<file path="config.mk">
export PLATFORM = sky130hd
export DESIGN_NAME = maze_nav_sequencer
export DESIGN_NICKNAME = d
export VERILOG_FILES = /design/src/rtl/maze_nav_sequencer.sv
export SDC_FILE = /design/constraint.sdc
export NUM_CORES = 1
export LEC_CHECK = 0
export ABC_AREA = 1
export BUFFER_PORTS_ARGS = -buffer_cell sky130_fd_sc_hd__buf_2
export CAP_MARGIN = 20
export CORE_ASPECT_RATIO = 1.1
export CORE_MARGIN = 2
export CORE_UTILIZATION = 35
export DETAILED_ROUTE_END_ITERATION = 12
export PLACE_DENSITY_LB_ADDON = 0.2
export SLEW_MARGIN = 20
export SYNTH_ARGS = -nofsm -noshare
export SYNTH_HDL_FRONTEND = slang
export SYNTH_SLANG_ARGS = --single-unit
export TNS_END_PERCENT = 20
</file>
<file path="constraint.sdc">
create_clock -name clk_vga -period 4.15 [get_ports clk_vga]
set_input_delay 0.2075 -clock clk_vga [delete_from_list [all_inputs] [get_ports clk_vga]]
set_output_delay 0.2075 -clock clk_vga [all_outputs]
set_load 0.02 [all_outputs]
</file>
<file path="src/rtl/maze_nav_sequencer.sv">
// rtl/maze_nav_sequencer.sv - command-driven maze navigation and animation frame sequencer
module maze_nav_sequencer #(
    parameter int ROWS        = 5,
    parameter int COLS        = 5,
    parameter int H_RES       = 800,
    parameter int V_RES       = 600,
    parameter int MOVE_FRAMES = 100,
    parameter int TURN_FRAMES = 90,
    parameter int ANGLE_STEPS = 360,
    parameter int START_X     = 0,
    parameter int START_Y     = 0,
    parameter int START_DIR   = 0
) (
    input  logic                                  clk_vga,
    input  logic                                  reset_btn,
    input  logic [ROWS*COLS-1:0]                  maze_wall,
    input  logic                                  cmd_valid,
    input  logic [2:0]                            cmd,
    output logic                                  cmd_ready,
    output logic [$clog2(ROWS)-1:0]               pos_x,
    output logic [$clog2(COLS)-1:0]               pos_y,
    output logic [1:0]                            dir,
    output logic [$clog2(ROWS*MOVE_FRAMES+1)-1:0] cam_x,
    output logic [$clog2(COLS*MOVE_FRAMES+1)-1:0] cam_y,
    output logic [$clog2(ANGLE_STEPS)-1:0]        angle,
    output logic [$clog2(H_RES)-1:0]              px,
    output logic [$clog2(V_RES)-1:0]              py,
    output logic                                  pix_valid,
    input  logic                                  pix_ready,
    output logic                                  frame_done,
    output logic                                  rd_buf,
    output logic                                  wr_buf,
    output logic                                  bump,
    output logic                                  busy
);
    localparam int XW   = $clog2(ROWS);
    localparam int YW   = $clog2(COLS);
    localparam int CXW  = $clog2(ROWS*MOVE_FRAMES+1);
    localparam int CYW  = $clog2(COLS*MOVE_FRAMES+1);
    localparam int AW   = $clog2(ANGLE_STEPS);
    localparam int HW   = $clog2(H_RES);
    localparam int VW   = $clog2(V_RES);
    localparam int WIW  = $clog2(ROWS*COLS);
    localparam int NMAX = (MOVE_FRAMES > 2*TURN_FRAMES) ? MOVE_FRAMES : 2*TURN_FRAMES;
    localparam int FW   = $clog2(NMAX+1);

    typedef enum logic [1:0] {S_IDLE, S_FRAME_INIT, S_SCAN, S_SWAP} state_t;
    typedef enum logic [1:0] {OP_MOVE, OP_LEFT, OP_RIGHT, OP_UTURN} op_t;

    state_t         state_q, state_d;
    op_t            op_q, op_d;
    logic [XW-1:0]  pos_x_q, pos_x_d, tgt_x_q, tgt_x_d, tgt_x;
    logic [YW-1:0]  pos_y_q, pos_y_d, tgt_y_q, tgt_y_d, tgt_y;
    logic [1:0]     dir_q, dir_d;
    logic [CXW-1:0] cam_x_q, cam_x_d;
    logic [CYW-1:0] cam_y_q, cam_y_d;
    logic [AW-1:0]  angle_q, angle_d;
    logic [HW-1:0]  px_q, px_d;
    logic [VW-1:0]  py_q, py_d;
    logic [FW-1:0]  frame_idx_q, frame_idx_d, n_q, n_d, off_q, off_d;
    logic           rd_buf_q, rd_buf_d, bump_q, bump_d;
    logic           blocked, accept, start_cmd, scan_last;
    logic [WIW-1:0] wall_idx;

    assign accept    = cmd_valid && cmd_ready;
    assign start_cmd = accept && ((cmd == 3'b001 && !blocked) || cmd == 3'b010 ||
                                  cmd == 3'b011 || cmd == 3'b100);
    assign scan_last = pix_ready && (px_q == HW'(H_RES-1)) && (py_q == VW'(V_RES-1));

    // Neighbour cell along the heading; blocked if it leaves the maze or is a wall
    always_comb begin
        tgt_x   = pos_x_q;
        tgt_y   = pos_y_q;
        blocked = 1'b0;
        unique case (dir_q)
            2'd0: if (pos_x_q == '0) blocked = 1'b1; else tgt_x = pos_x_q - XW'(1);
            2'd1: if (pos_y_q == '0) blocked = 1'b1; else tgt_y = pos_y_q - YW'(1);
            2'd2: if (pos_x_q == XW'(ROWS-1)) blocked = 1'b1; else tgt_x = pos_x_q + XW'(1);
            2'd3: if (pos_y_q == YW'(COLS-1)) blocked = 1'b1; else tgt_y = pos_y_q + YW'(1);
        endcase
        wall_idx = WIW'(int'(tgt_x) * COLS + int'(tgt_y));
        if (!blocked && maze_wall[wall_idx]) blocked = 1'b1;
    end

    // State register
    always_ff @(posedge clk_vga or posedge reset_btn) begin
        if (reset_btn) state_q <= S_IDLE;
        else           state_q <= state_d;
    end

    // Next-state logic
    always_comb begin
        state_d = state_q;
        unique case (state_q)
            S_IDLE:       if (start_cmd) state_d = S_FRAME_INIT;
            S_FRAME_INIT: state_d = S_SCAN;
            S_SCAN:       if (scan_last) state_d = S_SWAP;
            S_SWAP:       state_d = (frame_idx_q == n_q) ? S_IDLE : S_FRAME_INIT;
        endcase
    end

    // State-decoded outputs
    always_comb begin
        cmd_ready  = (state_q == S_IDLE);
        busy       = (state_q != S_IDLE);
        pix_valid  = (state_q == S_SCAN);
        frame_done = (state_q == S_SWAP);
    end

    // Datapath next-state: command latch, per-frame camera step, pixel scan, commit
    always_comb begin
        op_d        = op_q;
        pos_x_d     = pos_x_q;
        pos_y_d     = pos_y_q;
        tgt_x_d     = tgt_x_q;
        tgt_y_d     = tgt_y_q;
        dir_d       = dir_q;
        cam_x_d     = cam_x_q;
        cam_y_d     = cam_y_q;
        angle_d     = angle_q;
        px_d        = px_q;
        py_d        = py_q;
        frame_idx_d = frame_idx_q;
        n_d         = n_q;
        off_d       = off_q;
        rd_buf_d    = rd_buf_q;
        bump_d      = 1'b0;
        unique case (state_q)
            S_IDLE: if (accept) begin
                frame_idx_d = '0;
                off_d       = '0;
                case (cmd)
                    3'b001: if (blocked) bump_d = 1'b1;
                            else begin
                                op_d = OP_MOVE; n_d = FW'(MOVE_FRAMES);
                                tgt_x_d = tgt_x; tgt_y_d = tgt_y;
                            end
                    3'b010: begin op_d = OP_LEFT;  n_d = FW'(TURN_FRAMES);   end
                    3'b011: begin op_d = OP_RIGHT; n_d = FW'(TURN_FRAMES);   end
                    3'b100: begin op_d = OP_UTURN; n_d = FW'(2*TURN_FRAMES); end
                    default: ;
                endcase
            end
            S_FRAME_INIT: begin
                frame_idx_d = frame_idx_q + FW'(1);
                px_d = '0;
                py_d = '0;
                unique case (op_q)
                    OP_MOVE: begin
                        off_d   = off_q + FW'(1);
                        cam_x_d = CXW'(int'(pos_x_q) * MOVE_FRAMES);
                        cam_y_d = CYW'(int'(pos_y_q) * MOVE_FRAMES);
                        unique case (dir_q)
                            2'd0: cam_x_d = CXW'(int'(pos_x_q) * MOVE_FRAMES - int'(off_d));
                            2'd1: cam_y_d = CYW'(int'(pos_y_q) * MOVE_FRAMES - int'(off_d));
                            2'd2: cam_x_d = CXW'(int'(pos_x_q) * MOVE_FRAMES + int'(off_d));
                            2'd3: cam_y_d = CYW'(int'(pos_y_q) * MOVE_FRAMES + int'(off_d));
                        endcase
                    end
                    OP_LEFT, OP_UTURN:
                        angle_d = (angle_q == '0) ? AW'(ANGLE_STEPS-1) : angle_q - AW'(1);
                    OP_RIGHT:
                        angle_d = (angle_q == AW'(ANGLE_STEPS-1)) ? '0 : angle_q + AW'(1);
                endcase
            end
            S_SCAN: if (pix_ready) begin
                if (px_q == HW'(H_RES-1)) begin
                    px_d = '0;
                    if (py_q != VW'(V_RES-1)) py_d = py_q + VW'(1);
                end else begin
                    px_d = px_q + HW'(1);
                end
            end
            S_SWAP: begin
                rd_buf_d = ~rd_buf_q;
                if (frame_idx_q == n_q) begin
                    unique case (op_q)
                        OP_MOVE:  begin pos_x_d = tgt_x_q; pos_y_d = tgt_y_q; off_d = '0; end
                        OP_LEFT:  dir_d = dir_q + 2'd1;
                        OP_RIGHT: dir_d = dir_q - 2'd1;
                        OP_UTURN: dir_d = dir_q + 2'd2;
                    endcase
                end
            end
        endcase
    end

    // Datapath registers; reset restores the start pose with camera aligned to it
    always_ff @(posedge clk_vga or posedge reset_btn) begin
        if (reset_btn) begin
            op_q        <= OP_MOVE;
            pos_x_q     <= XW'(START_X);
            pos_y_q     <= YW'(START_Y);
            tgt_x_q     <= XW'(START_X);
            tgt_y_q     <= YW'(START_Y);
            dir_q       <= 2'(START_DIR);
            cam_x_q     <= CXW'(START_X * MOVE_FRAMES);
            cam_y_q     <= CYW'(START_Y * MOVE_FRAMES);
            angle_q     <= AW'(((4 - START_DIR) % 4) * TURN_FRAMES);
            px_q        <= '0;
            py_q        <= '0;
            frame_idx_q <= '0;
            n_q         <= '0;
            off_q       <= '0;
            rd_buf_q    <= 1'b0;
            bump_q      <= 1'b0;
        end else begin
            op_q        <= op_d;
            pos_x_q     <= pos_x_d;
            pos_y_q     <= pos_y_d;
            tgt_x_q     <= tgt_x_d;
            tgt_y_q     <= tgt_y_d;
            dir_q       <= dir_d;
            cam_x_q     <= cam_x_d;
            cam_y_q     <= cam_y_d;
            angle_q     <= angle_d;
            px_q        <= px_d;
            py_q        <= py_d;
            frame_idx_q <= frame_idx_d;
            n_q         <= n_d;
            off_q       <= off_d;
            rd_buf_q    <= rd_buf_d;
            bump_q      <= bump_d;
        end
    end

    assign pos_x  = pos_x_q;
    assign pos_y  = pos_y_q;
    assign dir    = dir_q;
    assign cam_x  = cam_x_q;
    assign cam_y  = cam_y_q;
    assign angle  = angle_q;
    assign px     = px_q;
    assign py     = py_q;
    assign rd_buf = rd_buf_q;
    assign wr_buf = ~rd_buf_q;
    assign bump   = bump_q;
endmodule
</file>
=== Word-level counts from Yosys, hierarchy flattened ===
Index checks and enable logic that the tools add are counted.

* Register bits after elaboration: 91
* Output and inout bits: 62
* Word-level logic and storage cells: 155

* Add/sub/neg operators: 18
* $mul: 3
* Magnitude comparators: 1
* Eq/ne operators: 30
* Multiplexer cells: 45
* Bitwise logic cells: 2
* Reduce and logical (&&, ||, !) cells: 39

{| class="wikitable"
|+ Operators with widths
! operator !! count
|-
| $pmux W9 S2 || 3
|-
| $mux W10 || 5
|-
| $pmux W8 S3 || 2
|-
| $mux W8 || 5
|-
| $pmux W10 S2 || 2
|-
| $add A10 B1 Y10 const B || 2
|-
| $eq A10 B10 Y1 const B || 2
|-
| $add A9 B8 Y9 || 2
|-
| $mux W9 || 2
|-
| $ne A2 B1 Y1 const B || 9
|-
| $sub A9 B9 Y9 || 2
|-
| $add A8 B1 Y8 const B || 2
|-
| $pmux W2 S4 || 2
|-
| $pmux W8 S2 || 1
|-
| $reduce_and A4 Y1 || 4
|-
| $mul A3 B5 Y7 const B || 2
|-
| $eq A2 B2 Y1 const B || 6
|-
| $mux W3 || 4
|-
| $pmux W3 S2 || 2
|-
| $mux W1 || 11
|-
| $ne A10 B10 Y1 const B || 1
|-
| $reduce_and A2 Y1 || 5
|-
| $add A9 B1 Y9 const B || 1
|-
| $eq A3 B3 Y1 const B || 3
|-
| other kinds (32) || 58
|}

=== Depth between registers and ports, before layout ===
Gate-level depths: netlist of the first run.

* Depth after elaboration: 17
* Gate-level depth with buffers: 24
* Depth with buffers taken out: 24

=== Worst setup path after synthesis of the first run ===
No wires, ideal clock.

* Path kind: reg2reg
* Start: register pos_x_q[1] (netlist: pos_x[1])
* End: register n_q[6]
* Arrival time: 3.417 ns
* Setup slack: 0.606 ns
* Cell stages (with the launch flop): 21
* Buffers on the path: 0
* Period minus slack after synthesis: 3.544 ns
* Cell sequence: dfrtp_1 > inv_1 > ha_1 > nand2_1 > nand2_1 > o21ai_0 > a32oi_1 > ha_1 > ha_1 > inv_1 > fa_1 > xor2_1 > inv_1 > nand4_1 > nand2_1 > nand2_2 > nand3_2 > nand2_4 > nand2_8 > nand2_1 > o21ai_2

* Word-level cells in the longest chain between the ends: 11
* Elaborated cells on any way between the ends: 19
* Those cells by class: 3 x add/sub; 1 x mul; 2 x eq/ne; 9 x mux; 4 x reduce/logical

{| class="wikitable"
|+ RTL lines
! what !! RTL line !! RTL
|-
| from (decl) || 52 || <nowiki>logic [XW-1:0] pos_x_q, pos_x_d, tgt_x_q, tgt_x_d, tgt_x;</nowiki>
|-
| from (signal assigned) || 192 || <nowiki>pos_x_q <= XW'(START_X);</nowiki>
|-
| from (signal assigned) || 209 || <nowiki>pos_x_q <= pos_x_d;</nowiki>
|-
| $eq A3 B3 Y1 or $logic_not A3 Y1 (tied branches) || 78, 76 ||
|-
| $mux W3, on equally long branches || 78, 76 ||
|-
| $pmux W3 S2 * || 75 || <nowiki>unique case (dir_q)</nowiki>
|-
| net tgt_x[0] || 52 ||
|-
| $mul A3 B3 Y5 * || 81 || <nowiki>wall_idx = WIW'(int'(tgt_x) * COLS + int'(tgt_y));</nowiki>
|-
| $add A5 B3 Y5 * || 81 ||
|-
| $bmux W1 S5 * || 82 || <nowiki>if (!blocked && maze_wall[wall_idx]) blocked = 1'b1;</nowiki>
|-
| $mux W1 (not written as such) * || 82 ||
|-
| $logic_and A1 B1 Y1 * || 82 ||
|-
| $mux W1 * || 82 ||
|-
| $ne A2 B2 Y1 (no source line) * || n/a ||
|-
| $reduce_and A4 Y1 (no source line) * || n/a ||
|-
| to (signal assigned) || 220 || <nowiki>n_q <= n_d;</nowiki>
|-
| to (decl) || 60 || <nowiki>logic [FW-1:0] frame_idx_q, frame_idx_d, n_q, n_d, off_q, off_d;</nowiki>
|}

The timed path passes the listed nets; every way through them passes the cells marked *. The select of a mux whose other input is x is not followed.
A chain may end at the register's enable or synchronous reset.

=== Worst setup path in the final report of the first run ===
* Start: register pos_x_q[0] (netlist: pos_x[0])
* End: register state_q[0]

* Word-level cells in the longest chain between the ends: 17
* Elaborated cells on any way between the ends: 25
* Those cells by class: 3 x add/sub; 1 x mul; 2 x eq/ne; 9 x mux; 10 x reduce/logical

{| class="wikitable"
|+ RTL lines
! what !! RTL line !! RTL
|-
| $add A3 B1 Y3, or another cell as far along || 78 || <nowiki>2'd2: if (pos_x_q == XW'(ROWS-1)) blocked = 1'b1; else tgt_x = pos_x_q + XW'(1);</nowiki>
|-
| $mux W3, on equally long branches || 78, 76 ||
|-
| $pmux W3 S2 * || 75 ||
|-
| net tgt_x[0] || 52 ||
|-
| $mul A3 B3 Y5 * || 81 ||
|-
| $add A5 B3 Y5 * || 81 ||
|-
| $bmux W1 S5 * || 82 ||
|-
| $mux W1 (not written as such) * || 82 ||
|-
| $logic_and A1 B1 Y1 * || 82 ||
|-
| $mux W1 * || 82 ||
|-
| $logic_not A1 Y1 * || 66 || <nowiki>assign start_cmd = accept && ((cmd == 3'b001 && !blocked) || cmd == 3'b010 ||</nowiki>
|-
| $logic_and A1 B1 Y1 * || 66 ||
|-
| $logic_or A1 B1 Y1 * (2 in series) || 66 ||
|-
| $logic_or A1 B1 Y1 * || 67 || <nowiki>cmd == 3'b011 || cmd == 3'b100);</nowiki>
|-
| $logic_and A1 B1 Y1 * || 66 ||
|-
| $ne A2 B1 Y1 (no source line) * || n/a ||
|-
| $reduce_and A2 Y1 (no source line) * || n/a ||
|-
| to (signal assigned) || 88 || <nowiki>else state_q <= state_d;</nowiki>
|-
| to (decl) || 50 || <nowiki>state_t state_q, state_d;</nowiki>
|}

Marks and branches as above.

==> results of run 1 <==
==> per-stage QoR <==
step	cell area, sq um	instances	setup slack [ps]
2_1_floorplan	6810	932	606
3_3_place_gp	7590	1269	341
3_5_place_dp	7590	1269	212
4_1_cts	7870	1286	183
5_1_grt	7930	1292	-15.0
6_report	7930	1292	315
==> power breakdown <==
group          switching [uW]  total, uW  internal, uW
registers                 222       1320          1090
logic                    1930       2940          1020
clock network             368        791           422
total                    2520       5050          2530
==> logic make-up after synthesis <==
| group | after synthesis |
|---|---|
| xor gates and xnor gates | 23 |
| DFF | 88 |
| buffers and inverters | 168 |
| AOI/OAI and AO/OA | 188 |
| and+or+nand+nor | 402 |
| adders and majority gates | 63 |
==> worst reg2reg max path, delay by kind of cell (launching register included) <==
family	cells	cell delay, ps
flops	1	380
fa+ha+maj	4	1310
buf+inv	3	320
xor+xnor	1	250
compound gates	2	470
simple gates	10	970
==> synthesized netlist by cell type (3+ instances only) <==
cell	count
ha_1	60
nor2_1	82
inv_1	137
o31ai_1	7
a21oi_1	64
o22ai_1	6
o21ai_0	56
fa_1	3
clkbuf_1	6
inv_2	11
or2_1	4
nand2_2	6
dfrtp_1	88
nand3_1	74
xnor2_1	4
nor3b_1	3
a211oi_1	3
nor3_1	16
buf_2	8
nand2_1	181
nand4_1	11
nor2_2	6
xor2_1	19
buf_6	3
or2_2	5
a22oi_1	4
o21ai_1	10
o21ai_2	11
a31oi_1	8
nor3_2	4
==> area by class of cell <==
cell class                 instances  area share
clock inverter                     5     0.00395
multi-input combinational        676       0.497
tap                              247      0.0390
sequential                        88       0.278
timing repair buffer             116      0.0808
inverter                         149      0.0707
clock buffer                      11      0.0306
==> worst max-delay path by stage <==
| stage | startpoint | to | slack [ps] | depth (start not counted) |
|---|---|---|---|---|
| 5_1_grt | dir[0]$_DFFE_PP0P_ | state_q[0]$_DFFE_PP0P_ | -20 | 20 |
| 4_1_cts | dir[0]$_DFFE_PP0P_ | state_q[1]$_DFFE_PP0P_ | 180 | 20 |
| 6_report | pos_x[0]$_DFFE_PP0P_ | state_q[0]$_DFFE_PP0P_ | 320 | 20 |
| 2_1_floorplan | pos_x[1]$_DFFE_PP0P_ | n_q[6]$_DFFE_PP0P_ | 610 | 20 |
| 3_3_place_gp | dir[0]$_DFFE_PP0P_ | state_q[0]$_DFFE_PP0P_ | 340 | 20 |
| 3_5_place_dp | dir[0]$_DFFE_PP0P_ | state_q[0]$_DFFE_PP0P_ | 210 | 20 |
==> cells in the final DEF, fill, tap and decap left out, types with 3 or more instances in the layout <==
cell	Yosys	final
fa_1	3	3
xor2_1	19	19
a22oi_1	4	4
ha_1	60	60
or2_2	5	5
o21ai_2	11	11
o21ai_0	56	56
nor3b_1	3	3
o22ai_1	6	6
nor2_2	6	6
nor2_1	82	82
buf_4	2	22
inv_2	11	11
nand2_2	6	6
buf_2	8	93
a21oi_1	64	64
nand2_1	181	181
nand4_1	11	11
o21ai_1	10	10
xnor2_1	4	4
nor3_2	4	4
or2_1	4	4
a31oi_1	8	8
clkinv_2	0	4
inv_1	137	136
o31ai_1	7	7
nand3_1	74	74
clkbuf_16	0	9
dfrtp_1	88	87
nor3_1	16	16
a211oi_1	3	3
==> metal layers <==
layer	GRT usage	wire, um	vias to the layer above
li1	-	-	3294
met1	0.236	8240	2994
met2	0.306	8670	127
met3	0.0303	757	26
met4	0.0608	399	0
met5	0	0	-
==> registers in the layout, summed over array words and instances (netlist names), 3 cells and up <==
| name | cells |
|---|---|
| frame_idx_q | 8 |
| pos_x | 3 |
| cam_y | 9 |
| cam_x | 9 |
| tgt_y_q | 3 |
| n_q | 5 |
| tgt_x_q | 3 |
| angle | 9 |
| off_q | 8 |
| px | 10 |
| pos_y | 3 |
| py | 10 |
==> repair_timing <==
item,in CTS,in global routing
setup buffers,0,6
setup endpoints to repair,0,2
endpoints found under the hold margin,34,0
resized for setup,0,2
hold buffers,1,0
==> reports/results.ini, run 1 <==
[final_layout]
drive_gt1_frac=0.177
multi_input_area_sq_um=3940
final_nets=1135
nFillCells=2058
diodes=0
area_growth_pct=16.5
post-route-util=0.415
seq_area_sq_um=2200

[critical_path]
critPathSlowestCell=fa_1
required_ps=4390
cp_common_cell=nand2_1
path_class=flop to flop
crit_buf_inv=3
max_stage_delay_ps=420
cp-end-kind=flop
r2r_start=pos_x[0]$_DFFE_PP0P_
cp_top_family=adder cells
ff2ff_setup_slack_ps=320
crit_path_cell_trace=inv_1 > ha_1 > nand2_1 > nand2_1 > o21ai_0 > a32oi_2 > ha_1 > ha_1 > inv_1 > fa_1 > xor2_1 > inv_1 > nand3_1 > nand2_1 > nand2_2 > nand4_4 > nand2_1 > nand2_1 > nand2_1 > nand2_1
rr_endpoint=state_q[0]$_DFFE_PP0P_
start_kind=flop
crit_arrival_ps=4080
r2r_cells=20
critPathMaxFanout=8

[floorplanning]
die-area_sq_um=20600
top_level_ports=94
core_area_sq_um=19100
rows=53
start_util=0.356
die_h_um=150
die_x_um=137

[synth]
synthAdderAreaFrac=0.119
synth-async-reset-ratio=1.00
ys_types=53
syn_nets=1027
synth-compound-area-share=0.163
synthXorXnorAreaFrac=0.0296
synth_ff_type=dfrtp_1
ys_seq_area_frac=0.324
synth.mux.area_fraction=0
synth_edf_count=0
synth_top_area_frac=0.324
yosys_warnings=0
synth_area_leader_cell=dfrtp_1
synth_top_family_by_area=simple AND/OR/NAND/NOR gates
syn-mean-instance-area_sq_um=7.30
ys_ff_latch=88
synth_area_leaders=dfrtp_1 32%, ha_1 11%, nand2_1 10%, inv_1 7.6%, nand3_1 5.4%
synthSimpleGateAreaFrac=0.266
syn_area_sq_um=6810
synth_cells=932

[detailed_routing]
vias_per_cell=4.99
wl_per_cell_um=14.0
ant_nets=0
drtIter0Drc=394
drt_wl_total_um=18100
drtPass1Iterations=5
vias=6441
drc_errors=0

[clocking]
cts_max_level=3
cts_root_buf=clkbuf_16
cts.sinks=88
clk_path_buf_depth=2
cts_tree=built
clk_pin_slew_ps=70
cts-buffers-inserted=9
clock_latency_ps=350

[sta]
finalMaxSlewViolations=0
whs_ps=69.5
finalCritPeriodShare=0.924
final-setup-viol-count=0
skew_ps=11.0
hold_violations=0
period_minus_slack_ps=3830
fin_tns_setup_ps=0
worst_pin_slew_ps=869
fmax_mhz=261
slew_headroom=0.417

[worst_hold_path]
min_to=op_q[0]$_DFFE_PP0P_
hold_start=cmd[0]
whs_path_depth=2
hp-class=input port to flop

[global_route]
grt_max_degree=55
grt_pass1_wl_um=29900
grt.total_usage=0.182
grt-ovfl-total=0
grt_pass1_vias=6108
antenna_found_initial=0

[place]
gp_congestion=0.925
dpl.hpwl_um=14100
portBuffers=93

[outcome]
status=finished clean

[pwr]
p_total_uw=5050
p_leak_uw=0.00405
p_per_area_nw_per_um2=637
ir_drop_mv=0.244

[job]
drv_cap=0

Note: power is estimated with default switching activity, not from simulation.
==> run 2, diff against run 1 <==
--- a/config.mk
+++ b/config.mk
@@ -13,6 +13,7 @@
 export CORE_UTILIZATION = 35
 export DETAILED_ROUTE_END_ITERATION = 12
 export PLACE_DENSITY_LB_ADDON = 0.2
+export RECOVER_POWER = 50
 export SLEW_MARGIN = 20
 export SYNTH_ARGS = -nofsm -noshare
 export SYNTH_HDL_FRONTEND = slang
==> run 2 against run 1 <==
The flow now finishes with violations (capacitance limit, slew limit). Clock power hardly changed. Global-route usage is the same. Routed wire length fell by 0.35%. Sequential share of layout area is 0.28 points higher. Register-to-register slack about the same. Largest cell class unchanged.
==> reports/results.ini, run 2 (synthesis results as in run 1) <==
[floorplanning]
core_area_sq_um=19100
die_h_um=150
die-area_sq_um=20600
top_level_ports=94
start_util=0.356
rows=53
die_x_um=137

[clocking]
clock_latency_ps=350
cts_max_level=3
cts-buffers-inserted=9
clk_pin_slew_ps=70
cts_tree=built
cts_root_buf=clkbuf_16
cts.sinks=88
clk_path_buf_depth=2

[detailed_routing]
drt_wl_total_um=18000
drtIter0Drc=356
routed-wl-met2_um=8650
dr.max_layer_used=met4
met3WireLength_um=722
drtPass1Iterations=5
wl_per_cell_um=13.9
vias_per_cell=4.96
ant_nets=0
drc_errors=0
met1_length_um=8250
vias=6406

[place]
gp_congestion=0.925
portBuffers=93
dpl.hpwl_um=14100

[global_route]
grt.total_usage=0.182
grt-ovfl-total=0
grt_pass1_wl_um=29900
grt_max_degree=55
grt_pass1_vias=6108
antenna_found_initial=0

[sta]
slew_headroom=-0.0496
hold_violations=0
finalCritPeriodShare=0.924
finalMaxSlewViolations=36
fmax_mhz=261
period_minus_slack_ps=3840
skew_ps=11.4
worst_pin_slew_ps=1570
final-setup-viol-count=0
whs_ps=69.8
fin_tns_setup_ps=0

[final_layout]
diodes=0
nFillCells=2075
final_nets=1135
final_cell_mix=181 x nand2_1, 136 x inv_1, 88 x dfrtp_1
area_growth_pct=15.3
final_common_cell=nand2_1
drive_gt1_frac=0.118

[outcome]
status=finished, violations left
violations=capacitance limit, slew limit

[critical_path]
cp-end-kind=flop
crit_arrival_ps=4080
start_kind=flop
required_ps=4390
critPathMaxFanout=8
path_class=flop to flop

[worst_hold_path]
hp-class=input port to flop

[pwr]
p_total_uw=5010
ir_drop_mv=0.244
p_leak_uw=0.00384
p_per_area_nw_per_um2=638

[job]
drv_cap=1

## run 2: layout make-up
class	count	area, sq um	area share
clock buffers	11	243	0.0309
clock inverters	5	31.3	0.00399
inverters	149	561	0.0715
multi-input cells	676	3940	0.502
flip-flops and latches	88	2200	0.281
well taps	247	309	0.0394
repair buffers	116	559	0.0713
## run 2: final timing paths
kind,slack [ps],endpoint,depth (start not counted),start
max reg2reg,310,state_q[0]$_DFFE_PP0P_,20,pos_x[0]$_DFFE_PP0P_
max,310,state_q[0]$_DFFE_PP0P_,20,pos_x[0]$_DFFE_PP0P_
min,70,op_q[0]$_DFFE_PP0P_,2,cmd[0]
min reg2reg,490,tgt_y_q[0]$_DFFE_PP0P_,2,tgt_y_q[0]$_DFFE_PP0P_
max in group asynchronous,1420,cam_x[5]$_DFFE_PP0P_,4,reset_btn
min in group asynchronous,760,px[2]$_DFFE_PP0P_,3,reset_btn
## run 2: repair_timing
action                     in CTS  in global routing
gates resized for setup         0                  2
hold buffers                    1                  0
setup buffers                   0                  6
hold endpoints to repair       34                  0
setup endpoints to repair       0                  2
## run 2: critical path, stage by stage, from the launching register on
cell and delay, ps:
dfrtp_1 380, inv_1 160, ha_1 300, nand2_1 90, nand2_1 130, o21ai_0 160, a32oi_2 310, ha_1 290
ha_1 300, inv_1 60, fa_1 420, xor2_1 250, inv_1 100, nand3_1 90, nand2_1 60, nand2_2 90
nand4_4 160, nand2_1 140, nand2_1 80, nand2_1 80, nand2_1 40
## run 2: metrics by stage
stage / setup slack (ps) / area (sq um) / util / instances
finish: 314 / 7850 / 0.411 / 1292
global route: -20.0 / 7850 / 0.411 / 1292
CTS: 183 / 7870 / 0.412 / 1286
detailed placement: 212 / 7590 / 0.397 / 1269
global placement: 341 / 7590 / 0.397 / 1269
floorplan: 606 / 6810 / - / 932
## run 2: per-layer routing
layer,vias up,GRT usage
met4,0,0.0608
met2,115,0.306
met1,2974,0.236
met3,24,0.0303
met5,-,0
li1,3293,-
## run 2: report_power, final
part	total (uW)	internal (uW)	leakage, uW	switching, uW
clock network	790	422	0.000136	368
logic	2890	965	0.00257	1930
registers	1320	1090	0.00113	227
==> run 3, diff against run 2 <==
--- a/config.mk
+++ b/config.mk
@@ -6,11 +6,11 @@
 export NUM_CORES = 1
 export LEC_CHECK = 0
 export ABC_AREA = 1
-export BUFFER_PORTS_ARGS = -buffer_cell sky130_fd_sc_hd__buf_2
+export BUFFER_PORTS_ARGS = -buffer_cell sky130_fd_sc_hd__clkbuf_2
 export CAP_MARGIN = 20
 export CORE_ASPECT_RATIO = 1.1
 export CORE_MARGIN = 2
-export CORE_UTILIZATION = 35
+export CORE_UTILIZATION = 41
 export DETAILED_ROUTE_END_ITERATION = 12
 export PLACE_DENSITY_LB_ADDON = 0.2
 export RECOVER_POWER = 50
==> run 3 against run 2 <==
Critical endpoint is now state_q[1]$_DFFE_PP0P_. Clock power increased by 15%. First-iteration DRC count increased by 9.6%. Sequential share of layout area increased by 0.25 points. The flow still finishes with violations (capacitance limit, slew limit). Clock-buffer cell count decreased by 1.
==> reports/results.ini, run 3 (synthesis results as in run 1) <==
[critical_path]
cp-end-kind=flop
crit_path_cell_trace=inv_1 > ha_1 > buf_4 > nor2_4 > nand2_1 > nand3_2 > ha_1 > ha_1 > inv_1 > fa_1 > xor2_2 > inv_1 > nand3_1 > nand2_1 > nand2_2 > nand4_4 > nand2_1 > nand2_1 > nand2_1 > nand2_1
path_class=flop to flop
crit_arrival_ps=4100
start_kind=flop
max_stage_delay_ps=460
critPathSlowestCell=fa_1
required_ps=4390
cp_common_cell=nand2_1
critPathMaxFanout=13

[global_route]
grt.total_usage=0.201
grtUsageMet3=0.0421
grt_max_degree=51
top_usage_layer=met2
grt_pass1_vias=5963
antenna_found_initial=0
grt_pass1_wl_um=29000
grt-ovfl-total=0
grt_util_met2=0.340
met1_usage=0.266

[sta]
fmax_mhz=259
skew_ps=5.72
finalCritPeriodShare=0.930
postLayoutSetupSlackWorst_ps=290
hold_violations=0
worst_pin_slew_ps=2190
finalMaxSlewViolations=51
period_minus_slack_ps=3860
slew_headroom=-0.467
fin_tns_setup_ps=0
final-setup-viol-count=0

[pwr]
ir_drop_mv=0.356
swShare=0.490
clkPwrFrac=0.180
p_per_area_nw_per_um2=650
switching_power_uw=2480
p_comb_frac=0.559
intPower_uw=2580
pwr-share-seq=0.261
p_leak_uw=0.00385

[outcome]
violations=capacitance limit, slew limit
status=finished, violations left

[floorplanning]
start_util=0.417
rows=49
die_x_um=127
die_h_um=139
core_area_sq_um=16300
die-area_sq_um=17600
top_level_ports=94

[place]
gp_congestion=0.883
dpl.hpwl_um=13300
portBuffers=93
post-place-cells=1220
pre_cts_slack_ps=208

[clocking]
cts_max_level=3
cts_tree=built
cts-buffers-inserted=9
clk_pin_slew_ps=70
cts_root_buf=clkbuf_16
clock_latency_ps=350
clk_path_buf_depth=2
cts.sinks=88

[final_layout]
diodes=0
nFillCells=1670
drive_gt1_frac=0.125
instances_no_fill=1236
final_nets=1122
final_cell_mix=181 x nand2_1, 135 x inv_1, 87 x dfrtp_1
area_growth_pct=14.3
final_common_cell=nand2_1

[detailed_routing]
drt_wl_total_um=17200
vias_per_cell=5.17
drtIter0Drc=390
ant_nets=0
drtPass1Iterations=5
wl_per_cell_um=13.9
drc_errors=0
vias=6387

[job]
drv_cap=1

[worst_hold_path]
hp-class=input port to flop

[run 3: metal layers]
metal,up-vias,part of all wire
met3,19,0.045
li1,3265,-
met5,-,0
met4,0,0.012
met1,2970,0.45
met2,133,0.49
[run 3: critical path: cells and delay by family (launching register included)]
kind                     cells  cell delay, ps
XOR/XNOR                     1             220
flip-flops                   1             420
buffers and inverters        4             510
AND/OR/NAND/NOR             11            1180
adder cells (fa/ha/maj)      4            1430
[run 3: what timing repair did]
action,in CTS,in global routing
endpoints found under the setup margin,0,7
setup buffers,0,0
hold buffers,0,0
resized for setup,0,7
[run 3: cell type report]
class	instances	area, sq um	share of cell area
well taps	204	255	0.0328
inverters	149	561	0.0720
clock inverters	6	90.1	0.0116
repair buffers	103	475	0.0611
multi-input cells	676	3960	0.509
clock buffers	10	239	0.0307
flip-flops and latches	88	2200	0.283
[run 3: power groups by stage]
| stage | sequential [uW] | combinational [uW] | clock, uW |
|---|---|---|---|
| after floorplan | 1480 | 2070 | 0 |
| after global placement | 1340 | 2840 | 0 |
| after detailed placement | 1340 | 2850 | 0 |
| after CTS | 1330 | 2870 | 937 |
| after global routing | 1360 | 3200 | 972 |
| final | 1320 | 2830 | 908 |
[run 3: metrics by stage]
| step | total power (uW) | hold slack, ps | instance area [sq um] | util |
|---|---|---|---|---|
| floorplan | 3540 | 289 | 6810 | - |
| detailed placement | 4200 | 406 | 7490 | 0.459 |
| finish | 5060 | 70.3 | 7780 | 0.477 |
| CTS | 5130 | 22.6 | 7820 | 0.480 |
| global route | 5540 | 55.2 | 7780 | 0.477 |
| global placement | 4180 | 404 | 7490 | 0.459 |
[run 3: worst paths after layout]
kind,start,to,slack (ps),depth (start not counted)
setup / recovery,dir[0]$_DFFE_PP0P_,state_q[1]$_DFFE_PP0P_,290,20
hold / removal,cmd[0],op_q[0]$_DFFE_PP0P_,70,2
setup reg to reg,dir[0]$_DFFE_PP0P_,state_q[1]$_DFFE_PP0P_,290,20
hold reg to reg,tgt_y_q[2]$_DFFE_PP0P_,tgt_y_q[2]$_DFFE_PP0P_,490,2
max in group asynchronous,reset_btn,pos_y[1]$_DFFE_PP0P_,1840,3
min in group asynchronous,reset_btn,angle[5]$_DFFE_PP0P_,420,2
